`src/rtl/fetch_pkg.sv`:
```
// Shared types and constants for the instruction fetch front end.
package fetch_pkg;

    typedef enum logic [1:0] {
        ST_RUN  = 2'd0,
        ST_HALT = 2'd1,
        ST_ERR  = 2'd2
    } fetch_state_t;

    localparam logic [31:0] NOP_ZERO = 32'h0000_0000;
    localparam logic [31:0] PC_STEP  = 32'd4;

    typedef struct packed {
        logic [31:0] pc;
        logic [31:0] instr;
    } fetch_entry_t;

endpackage

```
`src/rtl/fetch_fifo.sv`:
```
// Synchronous FIFO of {pc, instr} entries; flush empties it and wins over push/pop.
module fetch_fifo
    import fetch_pkg::*;
#(
    parameter int DEPTH = 2,
    localparam int AW = $clog2(DEPTH)
) (
    input  logic         clk,
    input  logic         rst,
    input  logic         i_push,
    input  logic         i_pop,
    input  logic         i_flush,
    input  fetch_entry_t i_din,
    output fetch_entry_t o_dout,
    output logic [AW:0]  o_count,
    output logic         o_full,
    output logic         o_empty
);

    fetch_entry_t r_mem [DEPTH];
    logic [AW-1:0] r_wptr;
    logic [AW-1:0] r_rptr;
    logic [AW:0]   r_count;
    logic          w_do_push;
    logic          w_do_pop;

    assign o_count   = r_count;
    assign o_full    = (r_count == (AW+1)'(DEPTH));
    assign o_empty   = (r_count == '0);
    assign o_dout    = r_mem[r_rptr];
    assign w_do_pop  = i_pop && !o_empty;
    assign w_do_push = i_push && (!o_full || w_do_pop);

    always_ff @(posedge clk) begin
        if (rst || i_flush) begin
            r_wptr  <= '0;
            r_rptr  <= '0;
            r_count <= '0;
        end else begin
            if (w_do_push) r_wptr <= r_wptr + AW'(1);
            if (w_do_pop)  r_rptr <= r_rptr + AW'(1);
            if (w_do_push && !w_do_pop)      r_count <= r_count + (AW+1)'(1);
            else if (w_do_pop && !w_do_push) r_count <= r_count - (AW+1)'(1);
        end
    end

    // Storage carries no reset; the pointers alone decide what is valid.
    always_ff @(posedge clk) begin
        if (w_do_push && !i_flush) r_mem[r_wptr] <= i_din;
    end

endmodule

```
`src/rtl/fetch_unit.sv`:
```
// Fetch front end: PC register, combinational imem read, and a decoupled
// instruction stream with redirect/flush, halt-on-zero and misalign error.
module fetch_unit
    import fetch_pkg::*;
#(
    parameter logic [31:0] RESET_PC = 32'h0000_0000,
    parameter int          DEPTH    = 2
) (
    input  logic        clk,
    input  logic        rst,
    output logic [31:0] imem_addr,
    input  logic [31:0] imem_instr,
    output logic        out_valid,
    input  logic        out_ready,
    output logic [31:0] out_instr,
    output logic [31:0] out_pc,
    input  logic        redirect_valid,
    input  logic [31:0] redirect_pc,
    output logic        halted,
    output logic        misalign_err
);

    localparam int CW = $clog2(DEPTH) + 1;

    fetch_state_t  r_state;
    logic [31:0]   r_pc;
    logic          r_halted;
    logic          r_err;

    fetch_entry_t  w_head;
    fetch_entry_t  w_din;
    logic [CW-1:0] w_count;
    logic          w_full;
    logic          w_empty;
    logic          w_flush;
    logic          w_pop;
    logic          w_fetch;
    logic          w_push;

    assign w_flush   = redirect_valid && (r_state != ST_ERR);
    assign out_valid = !w_empty && !redirect_valid;
    assign w_pop     = out_valid && out_ready;
    assign w_fetch   = (r_state == ST_RUN) && !redirect_valid &&
                       ((w_count < CW'(DEPTH)) || (w_full && w_pop));
    assign w_push    = w_fetch && (imem_instr != NOP_ZERO);
    assign w_din     = '{pc: r_pc, instr: imem_instr};

    assign imem_addr    = r_pc;
    assign out_instr    = w_empty ? 32'h0 : w_head.instr;
    assign out_pc       = w_empty ? 32'h0 : w_head.pc;
    assign halted       = r_halted;
    assign misalign_err = r_err;

    fetch_fifo #(.DEPTH(DEPTH)) u_fifo (
        .clk     (clk),
        .rst     (rst),
        .i_push  (w_push),
        .i_pop   (w_pop),
        .i_flush (w_flush),
        .i_din   (w_din),
        .o_dout  (w_head),
        .o_count (w_count),
        .o_full  (w_full),
        .o_empty (w_empty)
    );

    always_ff @(posedge clk) begin
        if (rst) begin
            r_state  <= ST_RUN;
            r_pc     <= RESET_PC;
            r_halted <= 1'b0;
            r_err    <= 1'b0;
        end else begin
            case (r_state)
                ST_RUN, ST_HALT: begin
                    if (redirect_valid) begin
                        r_halted <= 1'b0;
                        if (redirect_pc[1:0] == 2'b00) begin
                            r_pc    <= redirect_pc;
                            r_state <= ST_RUN;
                        end else begin
                            r_state <= ST_ERR;
                            r_err   <= 1'b1;
                        end
                    end else if (w_fetch) begin
                        // An all-zero word stops fetch with the PC parked on it.
                        if (imem_instr == NOP_ZERO) begin
                            r_state  <= ST_HALT;
                            r_halted <= 1'b1;
                        end else begin
                            r_pc <= r_pc + PC_STEP;
                        end
                    end
                end
                default: ;
            endcase
        end
    end

endmodule

```
`config.mk`:
```
export PLATFORM = sky130hd
export DESIGN_NAME = fetch_unit
export DESIGN_NICKNAME = d
export VERILOG_FILES = /design/src/rtl/fetch_pkg.sv /design/src/rtl/fetch_fifo.sv /design/src/rtl/fetch_unit.sv
export SDC_FILE = /design/constraint.sdc
export NUM_CORES = 1
export LEC_CHECK = 0
export BUFFER_PORTS_ARGS = -buffer_cell sky130_fd_sc_hd__buf_4
export CORE_AREA = 2 2 121 123
export CTS_BUF_LIST = sky130_fd_sc_hd__clkbuf_2 sky130_fd_sc_hd__clkbuf_4 sky130_fd_sc_hd__clkbuf_8
export CTS_CLUSTER_DIAMETER = 40
export DETAILED_ROUTE_END_ITERATION = 6
export DIE_AREA = 0 0 123 125
export GPL_ROUTABILITY_DRIVEN = 1
export PLACE_DENSITY_LB_ADDON = 0.12
export SLEW_MARGIN = 5
export SYNTH_ARGS = -nofsm -noshare
export SYNTH_HDL_FRONTEND = slang
export SYNTH_SLANG_ARGS = --single-unit
```
`constraint.sdc`:
```
create_clock -name clk -period 4.6 [get_ports clk]
set_input_delay 0.92 -clock clk [delete_from_list [all_inputs] [get_ports clk]]
set_output_delay 0.92 -clock clk [all_outputs]
set_load 0.02 [all_outputs]
```
==> qor.txt <==
outcome -> finished clean
Unique masters post-synth -> 55
most used cell, CP -> buf_4
slowest CP cell -> a21o_1
share of cells above drive strength 1 -> 0.289
Final Cycle Share -> 0.693
Post-Syn Instances -> 622
post_cts resized -> 0
core area -> 0.0142 mm2
CP bufs+invs -> 3
relative slew slack -> 0.251
FF+latch area -> 0.00465 mm2
final worst slack -> 1.41 ns
kind of critical path -> primary input to register
Worst Path Required -> 5.01 ns
PD cells -> 373 mW/mm2
Top FF cell, synth -> edfxtp_1
worst skew pair latency -> 0.46 ns
Final GP Congestion -> 0.829
Vias/cell -> 5.87
Final Hold Fails -> 0
CTS tree -> done
Sw Share -> 0.268
Initial DRT Pass Iterations -> 5
most frequent cell after synthesis -> edfxtp_1
syn avg cell area -> 12.1 um2
HPWL after DPL -> 11.5 mm
largest net degree at the start of global routing -> 72
Arr. time, crit path -> 3.59 ns
DIE AREA -> 0.0154 mm2
FP Rows -> 44
Initial Util -> 0.531
Seq pwr share -> 0.516
worst-path cell chain -> buf_4 -> inv_2 -> o21ai_2 -> buf_4 -> a21o_1 -> o221a_2
sequential-to-total area share from yosys stat -> 0.616
RSZ-0062 raised after global routing -> no
Setup crit start kind -> primary input
io pins -> 167
Synth area leaders -> edfxtp_1 (51%), dfxtp_1 (11%), mux2i_1 (8.5%)
Register-to-Register Setup Slack -> 2.13 ns
Pleak -> 3.35 nW
synthesized flop and latch total -> 168
FF-to-FF Start -> imem_addr[2]$_SDFFE_PP0P_
synthesized area -> 0.00754 mm2
Die W -> 123 um
Synth Warn # -> 0
CTS clk-pin slew, worst paths -> 0.09 ns
Worst R2R Path Depth -> 6
gr usage total -> 0.228
startpoint of the worst hold path -> misalign_err$_SDFFE_PP0P_
Post-synth EDFFs -> 128
# fillers -> 1,090
number of nets produced by synthesis -> 692
maxcap violations -> 0
Worst Clk Skew -> 0.0103 ns
Max FO, Critical Path -> 71
CTS Sinks -> 168
most instantiated cells after synthesis -> edfxtp_1 (128), nor2_1 (103), mux2i_1 (64), nand2_1 (43), dfxtp_1 (40)
Hold Path Depth -> 2
Worst path max stage delay -> 0.83 ns
Multi-input gate area -> 0.00266 mm2
WHS Endpoint -> misalign_err$_SDFFE_PP0P_
Clock power frac -> 0.328
Detailed Route Iter0 Violations -> 460
P_sw -> 0.000929 W
class of the worst hold path -> register to register
post-route ant nets -> 0
fmax -> 0.314 GHz
CTS root buf -> clkbuf_8
# hold bufs at CTS -> 0
H-tree Lvls -> 4
via count -> 5,643
element type at the critical path end -> register
combinational share of power -> 0.156
Least-Margin Pin Slew -> 1.12 ns
Max Buffers Root-to-Sink -> 2
setup TNS -> 0 ns
setup violators final -> 0
Hold Slack -> 0.484 ns
vias in the first global route -> 5,283
Final Max Tran Viols -> 0
cts bufs inserted -> 17
routed length per placed instance -> 18.5 um
kind of cell adding the most delay to the critical path -> compound AO/OA/AOI/OAI gates
min Tclk post-route -> 3.19 ns
peak supply drop -> 0.179 mV
Die Y-Extent -> 125 um
# nets final -> 835
antenna violations before repair -> 0
r2r endpoint -> imem_addr[30]$_SDFFE_PP0P_
P_int -> 0.00254 W
largest area contributor in the synthesized netlist -> edfxtp_1
grt ovf -> 0
Area Growth Syn to Fin -> 23.3%
post-CTS setup buffer count -> 0
Diodes inserted -> 0
final wirelength -> 17.8 mm
pre-CTS WS -> 0.928 ns
# DRC -> 0
Final Total Pwr -> 0.00347 W
PortBufs -> 166
first-pass GRT wire length -> 27.0 mm
ys async rst share -> 0
area share of the leading cell type in the synthesized netlist -> 0.509
==> routing by layer <==
metal	track usage	share of wire	vias to the layer above
met5	0	0	-
met4	0.0795	0.015	0
met3	0.0502	0.059	17
met2	0.385	0.51	199
met1	0.290	0.42	2773
li1	-	-	2654
==> power by group through the flow <==
| stage | Combinational [W] | Clock (W) | Sequential, W |
|---|---|---|---|
| after global routing | 0.000583 | 0.00120 | 0.00180 |
| final | 0.000542 | 0.00114 | 0.00179 |
| after global placement | 0.000534 | 0 | 0.00182 |
| after floorplan | 0.000306 | 0 | 0.00182 |
| after CTS | 0.000545 | 0.00116 | 0.00179 |
| after detailed placement | 0.000544 | 0 | 0.00183 |
==> kinds of logic after synthesis <==
kind of cell,count (synthesis),synth area share
AOI/OAI and AO/OA,104,0.113
and+or+nand+nor,225,0.145
xor gates and xnor gates,3,0.00348
buffers and inverters,55,0.0332
DFF,168,0.616
adders and majority gates,2,0.00332
muxes,65,0.0864
==> layout by cell type, fill, tap and decap left out, types with 14 or more instances in the layout <==
cell type and n:
a211oi_1 14, nand2_1 43, o32ai_1 23, a21oi_1 14, buf_4 170, dfxtp_1 39
edfxtp_1 128, nor2_1 102, clkbuf_8 20, mux2i_1 64
==> registers in the layout (all words and copies together) (netlist names), named ones only <==
register	count
u_fifo.r_rptr	1
u_fifo.o_count	2
imem_addr	32
u_fifo.r_wptr	1
u_fifo.r_mem	128
r_state	2
misalign_err	1
==> metrics by stage <==
step | utilization | area, um2 | std cells
finish | 0.655 | 9310 | 962
floorplan | - | 7540 | 622
CTS | 0.655 | 9310 | 962
global placement | 0.624 | 8860 | 930
detailed placement | 0.624 | 8860 | 930
global route | 0.655 | 9310 | 962
==> how the worst max path moves through the flow <==
stage	from	to	slack, ns	cells past startpoint
after floorplan	redirect_valid	u_fifo.r_mem[1][0]$_DFFE_PP_	0.93	7
after global placement	imem_instr[25]	imem_addr[20]$_SDFFE_PP0P_	1.07	7
after detailed placement	imem_instr[25]	imem_addr[20]$_SDFFE_PP0P_	0.93	7
after CTS	register	out_instr[3]	1.46	3
after global routing	imem_instr[25]	imem_addr[20]$_SDFFE_PP0P_	1.26	7
final	redirect_valid	imem_addr[20]$_SDFFE_PP0P_	1.41	6
==> worst register-to-register path: stages, from the launching register on <==
cell and delay, ns:
dfxtp_1 0.47, ha_1 0.31, nand4_4 0.20, nor4_4 0.74, nand3_1 0.21, a221oi_2 0.26, o32ai_1 0.12
==> layout make-up <==
| cell class | instances | share of cell area |
|---|---|---|
| multi-input combinational | 399 | 0.286 |
| clock inverter | 11 | 0.0169 |
| clock buffer | 21 | 0.0304 |
| tap | 184 | 0.0247 |
| sequential | 168 | 0.500 |
| inverter | 8 | 0.00323 |
| timing repair buffer | 171 | 0.139 |
Power figures use the tool's default switching activity.
